--- src/rtl/mem_pkg.sv ---
// Shared types for the data-RAM requester: access sizes, FSM states and the RAM word width.
package mem_pkg;

  localparam int RAM_DW = 32;

  typedef enum logic [1:0] {
    SZ_B = 2'b00,
    SZ_H = 2'b01,
    SZ_W = 2'b10,
    SZ_D = 2'b11
  } size_e;

  typedef enum logic [2:0] {
    ST_IDLE = 3'd0,
    ST_RD0  = 3'd1,
    ST_RD1  = 3'd2,
    ST_WR0  = 3'd3,
    ST_WR1  = 3'd4,
    ST_RESP = 3'd5
  } state_e;

  // Natural alignment: the low address bits covered by the access size must be zero.
  function automatic logic is_aligned(input size_e size, input logic [2:0] addr_lo);
    logic ok;
    case (size)
      SZ_B:    ok = 1'b1;
      SZ_H:    ok = (addr_lo[0] == 1'b0);
      SZ_W:    ok = (addr_lo[1:0] == 2'b00);
      default: ok = (addr_lo == 3'b000);
    endcase
    return ok;
  endfunction

endpackage

--- src/rtl/lane_align.sv ---
// Byte-lane helper: extracts and extends a load from a 32-bit word, and merges
// a byte/half store into a previously read word.
module lane_align
  import mem_pkg::*;
(
  input  logic [RAM_DW-1:0] i_word,
  input  size_e             i_size,
  input  logic [1:0]        i_lane,
  input  logic              i_unsigned,
  input  logic [RAM_DW-1:0] i_wdata,
  output logic [63:0]       o_load,
  output logic [RAM_DW-1:0] o_merged
);

  logic [4:0]        w_bit_ofs;
  logic [RAM_DW-1:0] w_shifted;
  logic [RAM_DW-1:0] w_mask;
  logic [RAM_DW-1:0] w_data_sh;

  assign w_bit_ofs = {i_lane, 3'b000};
  assign w_shifted = i_word >> w_bit_ofs;
  assign w_data_sh = i_wdata << w_bit_ofs;

  always_comb begin
    o_load = '0;
    case (i_size)
      SZ_B: o_load = i_unsigned ? {56'd0, w_shifted[7:0]}
                                : {{56{w_shifted[7]}}, w_shifted[7:0]};
      SZ_H: o_load = i_unsigned ? {48'd0, w_shifted[15:0]}
                                : {{48{w_shifted[15]}}, w_shifted[15:0]};
      default: o_load = i_unsigned ? {32'd0, w_shifted}
                                   : {{32{w_shifted[31]}}, w_shifted};
    endcase
  end

  always_comb begin
    w_mask = '1;
    case (i_size)
      SZ_B:    w_mask = 32'h0000_00FF << w_bit_ofs;
      SZ_H:    w_mask = 32'h0000_FFFF << w_bit_ofs;
      default: w_mask = '1;
    endcase
  end

  assign o_merged = (i_word & ~w_mask) | (w_data_sh & w_mask);

endmodule

--- src/rtl/ram_requester.sv ---
// Sequential master for a single-port 32-bit RAM: splits RV64 loads/stores into
// one or two word accesses, with read-modify-write for byte/half stores.
// Handshake: a request is taken on the rising edge where req_valid && req_ready;
// req_ready is high only in IDLE; resp_valid is a single-cycle pulse with no backpressure.
module ram_requester
  import mem_pkg::*;
#(
  parameter int N = 20
) (
  input  logic              clk,
  input  logic              rst_n,
  input  logic              req_valid,
  output logic              req_ready,
  input  logic              req_we,
  input  logic [1:0]        req_size,
  input  logic              req_unsigned,
  input  logic [63:0]       req_addr,
  input  logic [63:0]       req_wdata,
  output logic              resp_valid,
  output logic [63:0]       resp_rdata,
  output logic              resp_err,
  output logic              ram_we,
  output logic [N-1:0]      ram_addr,
  output logic [RAM_DW-1:0] ram_din,
  input  logic [RAM_DW-1:0] ram_dout,
  output logic [2:0]        dbg_state
);

  localparam logic [N-1:0] ONE_W = 1;

  state_e            r_state;
  state_e            w_next;
  logic              r_we;
  size_e             r_size;
  logic              r_unsigned;
  logic [N-1:0]      r_widx;
  logic [1:0]        r_lane;
  logic [63:0]       r_wdata;
  logic [RAM_DW-1:0] r_lo;
  logic [63:0]       r_resp_rdata;
  logic              r_resp_err;

  logic              w_accept;
  logic              w_aligned;
  size_e             w_req_size;
  logic [RAM_DW-1:0] w_align_word;
  logic [63:0]       w_load;
  logic [RAM_DW-1:0] w_merged;
  logic              w_enter_resp;
  logic [63:0]       w_resp_data;

  assign w_req_size = size_e'(req_size);
  assign w_accept   = req_valid && req_ready;
  assign w_aligned  = is_aligned(w_req_size, req_addr[2:0]);

  // RD0 feeds the live RAM word for loads; WR0 merges into the word captured in RD0.
  assign w_align_word = (r_state == ST_WR0) ? r_lo : ram_dout;

  lane_align u_lane_align (
    .i_word     (w_align_word),
    .i_size     (r_size),
    .i_lane     (r_lane),
    .i_unsigned (r_unsigned),
    .i_wdata    (r_wdata[31:0]),
    .o_load     (w_load),
    .o_merged   (w_merged)
  );

  always_comb begin
    w_next = r_state;
    case (r_state)
      ST_IDLE: begin
        if (w_accept) begin
          if (!w_aligned)                                   w_next = ST_RESP;
          else if (req_we && (w_req_size == SZ_B || w_req_size == SZ_H)) w_next = ST_RD0;
          else if (req_we)                                  w_next = ST_WR0;
          else                                              w_next = ST_RD0;
        end
      end
      ST_RD0: begin
        if (r_we)                w_next = ST_WR0;
        else if (r_size == SZ_D) w_next = ST_RD1;
        else                     w_next = ST_RESP;
      end
      ST_RD1:  w_next = ST_RESP;
      ST_WR0:  w_next = (r_size == SZ_D) ? ST_WR1 : ST_RESP;
      ST_WR1:  w_next = ST_RESP;
      ST_RESP: w_next = ST_IDLE;
      default: w_next = ST_IDLE;
    endcase
  end

  assign w_enter_resp = (w_next == ST_RESP) && (r_state != ST_RESP);

  always_comb begin
    w_resp_data = '0;
    case (r_state)
      ST_RD0:  w_resp_data = w_load;
      ST_RD1:  w_resp_data = {ram_dout, r_lo};
      default: w_resp_data = '0;
    endcase
  end

  always_ff @(posedge clk) begin
    if (!rst_n) begin
      r_state      <= ST_IDLE;
      r_we         <= 1'b0;
      r_size       <= SZ_B;
      r_unsigned   <= 1'b0;
      r_widx       <= '0;
      r_lane       <= '0;
      r_wdata      <= '0;
      r_lo         <= '0;
      r_resp_rdata <= '0;
      r_resp_err   <= 1'b0;
    end else begin
      r_state <= w_next;
      if (w_accept) begin
        r_we       <= req_we;
        r_size     <= w_req_size;
        r_unsigned <= req_unsigned && (w_req_size != SZ_D);
        r_widx     <= req_addr[N+1:2];
        r_lane     <= req_addr[1:0];
        r_wdata    <= req_wdata;
      end
      if (r_state == ST_RD0) r_lo <= ram_dout;
      // Result registers only change on the way into RESP, so they hold between responses.
      if (w_enter_resp) begin
        r_resp_rdata <= w_resp_data;
        r_resp_err   <= (r_state == ST_IDLE);
      end
    end
  end

  // RAM drive is gated by rst_n so an asserted reset suppresses the write in flight.
  always_comb begin
    ram_we   = 1'b0;
    ram_addr = '0;
    ram_din  = '0;
    if (rst_n) begin
      case (r_state)
        ST_RD0: ram_addr = r_widx;
        ST_RD1: ram_addr = r_widx + ONE_W;
        ST_WR0: begin
          ram_we   = 1'b1;
          ram_addr = r_widx;
          ram_din  = (r_size == SZ_W || r_size == SZ_D) ? r_wdata[31:0] : w_merged;
        end
        ST_WR1: begin
          ram_we   = 1'b1;
          ram_addr = r_widx + ONE_W;
          ram_din  = r_wdata[63:32];
        end
        default: ;
      endcase
    end
  end

  assign req_ready  = (r_state == ST_IDLE);
  assign resp_valid = rst_n && (r_state == ST_RESP);
  assign resp_rdata = r_resp_rdata;
  assign resp_err   = r_resp_err;
  assign dbg_state  = r_state;

endmodule

--- config.mk ---
export PLATFORM = sky130hd
export DESIGN_NAME = ram_requester
export DESIGN_NICKNAME = d
export VERILOG_FILES = /design/src/rtl/mem_pkg.sv /design/src/rtl/lane_align.sv /design/src/rtl/ram_requester.sv
export SDC_FILE = /design/constraint.sdc
export NUM_CORES = 1
export LEC_CHECK = 0
export ABC_AREA = 1
export BUFFER_PORTS_ARGS = -buffer_cell sky130_fd_sc_hd__buf_2
export CAP_MARGIN = 20
export CORE_MARGIN = 4
export CORE_UTILIZATION = 54
export DETAILED_ROUTE_END_ITERATION = 10
export PLACE_DENSITY_LB_ADDON = 0.3
export REMOVE_ABC_BUFFERS = 1
export SYNTH_ARGS = -nofsm -noshare
export SYNTH_HDL_FRONTEND = slang
export SYNTH_SLANG_ARGS = --single-unit
--- constraint.sdc ---
create_clock -name clk -period 2.46 [get_ports clk]
set_input_delay 0.246 -clock clk [delete_from_list [all_inputs] [get_ports clk]]
set_output_delay 0.246 -clock clk [all_outputs]
set_load 0.05 [all_outputs]
==> run_results.csv, run 1 <==
group,metric,value,unit
status,outcome,"finished clean",
detailed_routing,drc,0,
floorplan,io_pins,290,
floorplan,start_util,0.5524,
worst_setup_path,crit_path_end_kind,"output port",
worst_setup_path,cp-endpoint,"ram_addr[18]",
placed_design,place_ws,41.17,ps
synthesis,ys_top_cells_by_area,"dfxtp_1 35%, nand2_1 17%, a21oi_1 13%, o21ai_0 6.8%, inv_1 6.2%",
synthesis,seq_area_frac_synth,0.3526,
synthesis,ys_ff_latch,190,
synthesis,yosys_warnings,0,
sta,min_period_over_period,0.9878,
worst_setup_path,rr_startpoint,"dbg_state[0]",
sta,rsz0062_at_grt,"yes",
pwr,switchingPower,8.410,mW
synthesis,yosysTopAreaCell,"dfxtp_1",
flow_run,cap_violations,0,
sta,slew_headroom,0.5034,
synthesis,avgSynthCellArea,6.486,um2
cells_and_area,fillers,1706,
clock_tree,clk-insertion-delay-late,440,ps
placed_design,hpwl,23200,um
pwr,comb_power_share,0.544,
synthesis,synth_edf_count,0,
sta,clock_skew,9.805,ps
grt,grt_max_degree,156,
pwr,switching_share,0.5013,
synthesis,async_flop_share,0,
floorplan,num_rows,51,
worst_setup_path,cp-startpoint,"r_widx[0]",
grt,antenna_found_initial,1,
floorplan,die_x,149.3,um
pwr,sequentialPowerShare,0.280,
detailed_routing,top_layer,"met5",
clock_tree,cts_buffers,17,
synthesis,synth_top_area_share,0.3526,
sta,tightestPinTransition,743.9,ps
synthesis,yosysUniqueCellTypes,40,
detailed_routing,postRouteAntennaNets,0,
synthesis,netlist_instances,1663,
grt,grt_pass1_vias,10896,
detailed_routing,drt_wl_total,34690,um
worst_setup_path,reg2reg_to,"resp_rdata[57]",
hold_path,hold_path_class,"in -> reg",
grt,grt.total_usage,0.2984,
synthesis,syn_area,10790,um2
sta,finalHoldViolations,0,
worst_setup_path,path_class,"reg -> out",
cells_and_area,area_growth,25.83,%
pwr,ir_worst_vdd,726.2,uV
worst_setup_path,reg2reg_depth,10,
detailed_routing,via_count,11989,
grt,gr-total-overflow,0,
worst_setup_path,cp.arrival,2180,ps
placed_design,io_buffers,247,
detailed_routing,route.met2.wl,15580,um
sta,clock.fmax,0.4115,GHz
pwr,clockPowerShare,0.175,
clock_tree,cts_tree,"done",
worst_setup_path,cp_max_fo,4,
clock_tree,cts-hold-fix-buffers,0,
detailed_routing,firstDrtPassIters,7,
clock_tree,clockBufferDepth,2,
pwr,powerDensity,1236,nW/um2
sta,min_period,2430,ps
detailed_routing,drt_iter0_markers,1231,
cells_and_area,antenna_cells,0,
pwr,p_leak,6.059,nW
pwr,power,16.78,mW
worst_setup_path,startpoint_type,"flop",
worst_setup_path,r2r_slack,220,ps
pwr,internal-power,8.365,mW
sta,finalMaxSlewViolations,0,
sta,setup_ws,29.90,ps
detailed_routing,wl_per_cell,15.97,um
clock_tree,clkSinkCount,190,
clock_tree,clockRootBuffer,"clkbuf_16",
detailed_routing,route.met3.wl,3364,um
placed_design,routabilityCongestion,0.8969,
grt,grt_pass1_wl,54210,um
cells_and_area,drive_gt1_frac,0.2669,
floorplan,core,19530,um2
clock_tree,h-tree-depth,4,
floorplan,die_area,22300,um2
worst_setup_path,critical_path_required,2210,ps
detailed_routing,vias_per_cell,5.520,
floorplan,die_h,149.3,um
detailed_routing,met1_length,14650,um
synthesis,yosys_most_used_dff,"dfxtp_1",
cells_and_area,nets,2062,
clock_tree,clkSlewWorstSetupHoldPaths,70,ps
sta,setup_viol,0,
cell usage in the layout (no fill, tap or decap), types with 20 or more instances in the layout:
cell      Yosys  routed
buf_4         4      78
a21oi_1     287     274
a21oi_2      62      74
o21ai_0     147     136
o211ai_1     27      27
inv_1       178     173
buf_2        13     209
buf_6        16      20
nor2_1       43      32
nand3_1      44      40
dfxtp_1     190     184
nand2_1     497     486
synth_stat cells (3+ instances only):
| cell type | instances |
|---|---|
| nand2_1 | 497 |
| a21oi_1 | 287 |
| dfxtp_1 | 190 |
| inv_1 | 178 |
| o21ai_0 | 147 |
| clkbuf_1 | 76 |
| a21oi_2 | 62 |
| nand3_1 | 44 |
| nor2_1 | 43 |
| o211ai_1 | 27 |
| buf_6 | 16 |
| buf_2 | 13 |
| buf_1 | 9 |
| inv_2 | 9 |
| nand4_1 | 9 |
| o2111ai_1 | 7 |
| nor3_1 | 5 |
| buf_4 | 4 |
| nand3_4 | 4 |
| o21ai_1 | 4 |
| nand3_2 | 3 |
| o221ai_1 | 3 |
| o22ai_1 | 3 |
layer usage:
metal  GRT usage  vias to the layer above
met3     0.06442                      101
met2      0.4668                      598
met1      0.4062                     5401
li1            -                     5887
met4      0.1103                        2
met5           0                        -
registers in the layout, indices dropped and copies added, names as in the netlist:
| name | cells |
|---|---|
| resp_err | 1 |
| r_wdata | 64 |
| resp_rdata | 64 |
| r_size | 2 |
| dbg_state | 3 |
| r_lo | 32 |
| r_unsigned | 1 |
| r_widx | 20 |
| r_we | 1 |
| r_lane | 2 |
worst max-delay path: stages, from the launching register on:
cell     delay [ps]
dfxtp_4         370
ha_4            140
nand3_2          90
nor2_2          110
inv_2            60
nor2_4          130
nand2_2          90
nor2_4          130
nand2_2         100
o21ai_2         130
nand2_1          70
a21oi_2         150
buf_6           180
area by class of cell:
class                           instances  area (um2)  share of cell area
Clock inverter                         13       180.2             0.01327
Sequential cell                       190        3821              0.2815
Tap cell                              265       331.6             0.02443
Clock buffer                           19       432.9             0.03190
Multi-Input combinational cell       1166        5934              0.4372
Timing Repair Buffer                  330        2155              0.1587
Inverter                              189       718.2             0.05291
repair_timing:
action	in CTS	in global routing
pin swaps	7	16
setup endpoints to repair	47	45
cloned	1	0
buffers inserted	15	12
gates resized for setup	60	99
worst min path at each step:
stage | endpoint | slack (ps) | start | cells after the start
detailed placement | r_wdata[53] | 450 | r_wdata[53] | 2
global placement | r_wdata[31] | 450 | r_wdata[31] | 2
finish | r_wdata[50] | 40 | req_wdata[50] | 3
CTS | r_wdata[10] | 40 | req_wdata[10] | 3
global route | r_wdata[53] | 40 | req_wdata[53] | 3
floorplan | dbg_state[0] | 340 | rst_n | 2
power groups by stage:
stage | Combinational, mW | Sequential, mW | Clock [mW]
final | 9.13 | 4.70 | 2.94
after global routing | 9.96 | 4.82 | 3.10
after CTS | 8.89 | 4.67 | 2.95
after detailed placement | 8.69 | 4.71 | 0
after global placement | 8.56 | 4.67 | 0
after floorplan | 4.68 | 6.44 | 0
stage by stage:
| stage | TNS, ps | cells | hold slack (ps) | util | area, um2 |
|---|---|---|---|---|---|
| after CTS | -122.1 | 2160 | 36.84 | 0.6762 | 13200 |
| after floorplan | -183060 | 1544 | 343.6 | - | 10190 |
| after global routing | -290.9 | 2172 | 39.73 | 0.6951 | 13570 |
| final | 0 | 2172 | 38.36 | 0.6951 | 13570 |
| after global placement | 0 | 2112 | 448.6 | 0.6298 | 12300 |
| after detailed placement | 0 | 2112 | 453.7 | 0.6298 | 12300 |
kinds of logic after synthesis:
| family | after synthesis | synth area share |
|---|---|---|
| compound gates | 550 | 0.2901 |
| buf+inv | 308 | 0.1218 |
| simple gates | 614 | 0.2343 |
| flops | 190 | 0.3526 |
| fa+ha+maj | 1 | 0.001160 |
(Power assumes the default switching activity.)
==> run 2, diff against run 1 <==
- clock period: 2.46 -> 2.55 ns (I/O delays scaled with it)
==> run_results.csv, run 2 (synthesis gave the netlist of run 1 again) <==
group,metric,value,unit
status,outcome,"finished clean",
pwr,p_leak,5.918,nW
placed_design,postPlaceCellArea,12240,um2
hold_path,hold_path_class,"in -> reg",
worst_setup_path,crit_path_end_kind,"output port",
sta,rsz0062_at_grt,"yes",
clock_tree,clkSinkCount,190,
cells_and_area,drive_gt1_frac,0.2503,
sta,finalMaxSlewViolations,0,
clock_tree,cts_buffers,17,
worst_setup_path,cp.arrival,2290,ps
clock_tree,clockRootBuffer,"clkbuf_16",
floorplan,die_x,149.3,um
worst_setup_path,startpoint_type,"flop",
placed_design,place_inst,2103,
sta,finalHoldViolations,0,
clock_tree,clkSlewWorstSetupHoldPaths,70,ps
grt,grt.total_usage,0.2907,
sta,min_period,2543,ps
grt,grt_pass1_wl,52940,um
detailed_routing,vias_per_cell,5.530,
floorplan,num_rows,51,
detailed_routing,drt_iter0_markers,1373,
floorplan,die_h,149.3,um
detailed_routing,firstDrtPassIters,6,
cells_and_area,fillers,1752,
placed_design,hpwl,22590,um
worst_setup_path,critical_path_required,2300,ps
cells_and_area,layout_common_cells,"492 x nand2_1, 281 x a21oi_1, 217 x buf_2, 182 x dfxtp_1, 173 x inv_1",
sta,clock_skew,11.37,ps
grt,grt_pass1_vias,10512,
grt,gr-total-overflow,0,
clock_tree,cts_tree,"done",
pwr,ir_worst_vdd,655.2,uV
worst_setup_path,path_class,"reg -> out",
cells_and_area,layout_commonest_cell,"nand2_1",
detailed_routing,wl_per_cell,15.74,um
cells_and_area,register_area,3824,um2
worst_setup_path,cp_max_fo,11,
detailed_routing,drt_wl_total,33870,um
clock_tree,h-tree-depth,4,
hold_path,whs_path_depth,3,
sta,setup_viol,0,
floorplan,core,19530,um2
pwr,powerDensity,1189,nW/um2
cells_and_area,area_growth,22.79,%
clock_tree,clockBufferDepth,2,
cells_and_area,nets,2042,
sta,fin_hold_ws,53.09,ps
floorplan,start_util,0.5524,
sta,min_period_over_period,0.9971,
clock_tree,cts-hold-fix-buffers,0,
sta,tns,0,ps
detailed_routing,postRouteAntennaNets,0,
floorplan,io_pins,290,
grt,antenna_found_initial,3,
placed_design,routabilityCongestion,0.9217,
flow_run,cap_violations,0,
cells_and_area,multi_input_area,5831,um2
grt,grt_max_degree,156,
cells_and_area,finish.instance_area,13250,um2
sta,tightestPinTransition,674.4,ps
worst_setup_path,reg2reg_depth,11,
placed_design,io_buffers,247,
detailed_routing,drc,0,
clock_tree,clk-insertion-delay-late,440,ps
detailed_routing,via_count,11900,
floorplan,die_area,22300,um2
pwr,power,15.75,mW
cells_and_area,stdcell_count,2152,
sta,slew_headroom,0.5504,
sta,clock.fmax,0.3933,GHz
## run 2: cell types whose count changed in the layout (fill, tap and decap cells not counted), sizes merged, moves of 3 or more
| cell | change |
|---|---|
| buf | -16 |
| clkbuf | -4 |
| bufinv | -3 |
| clkinv | +3 |
## run 2: per-layer routing
layer / global-route usage / up-vias / share of wire
met2: 0.4564 / 574 / 0.45
met3: 0.06563 / 68 / 0.11
met5: 0 / - / 0.00041
li1: - / 5852 / -
met4: 0.08787 / 4 / 0.020
met1: 0.4006 / 5402 / 0.42
## run 2: path summary, 6_finish.rpt
check,from,endpoint,slack [ps]
setup / recovery,r_lane[0],ram_din[21],7
hold reg to reg,r_wdata[31],r_wdata[31],460
setup reg to reg,dbg_state[0],resp_rdata[57],270
hold / removal,req_wdata[52],r_wdata[52],50
## run 2: cell type report
| class | instances | share of cell area |
|---|---|---|
| tap | 265 | 0.02503 |
| antenna | 1 | 0.0001889 |
| multi-input combinational | 1165 | 0.4402 |
| timing repair buffer | 310 | 0.1510 |
| clock buffer | 19 | 0.03344 |
| clock inverter | 12 | 0.006707 |
| sequential | 190 | 0.2887 |
| inverter | 189 | 0.05441 |
| timing repair inverter | 1 | 0.0003779 |
## run 2: stage by stage
| stage | utilization | worst slack, ps |
|---|---|---|
| 2_1_floorplan | - | -2286 |
| 3_3_place_gp | 0.6270 | 160.7 |
| 3_5_place_dp | 0.6270 | 92.13 |
| 4_1_cts | 0.6624 | 2.741 |
| 5_1_grt | 0.6783 | -35.13 |
| 6_report | 0.6783 | 7.406 |
## run 2: repair_timing
action                                  CTS  global route
setup buffers                             4            10
gates cloned                              0             3
endpoints found under the setup margin   47            47
resized for setup                        47            68
pin swaps                                 4            12
## run 2: critical path: stages, from the launching register on
cell	delay, ps
dfxtp_4	400
inv_2	90
nor2_2	180
inv_4	110
nor2_1	170
nor2_2	90
nor2_4	170
buf_4	140
nand2_1	50
o211ai_1	130
a21oi_1	120
buf_4	200
## run 2: power by group
part           total [mW]  switching (mW)  internal [mW]
clock                2.51            1.24           1.28
combinational        8.71            6.19           2.52
sequential           4.53           0.564           3.96
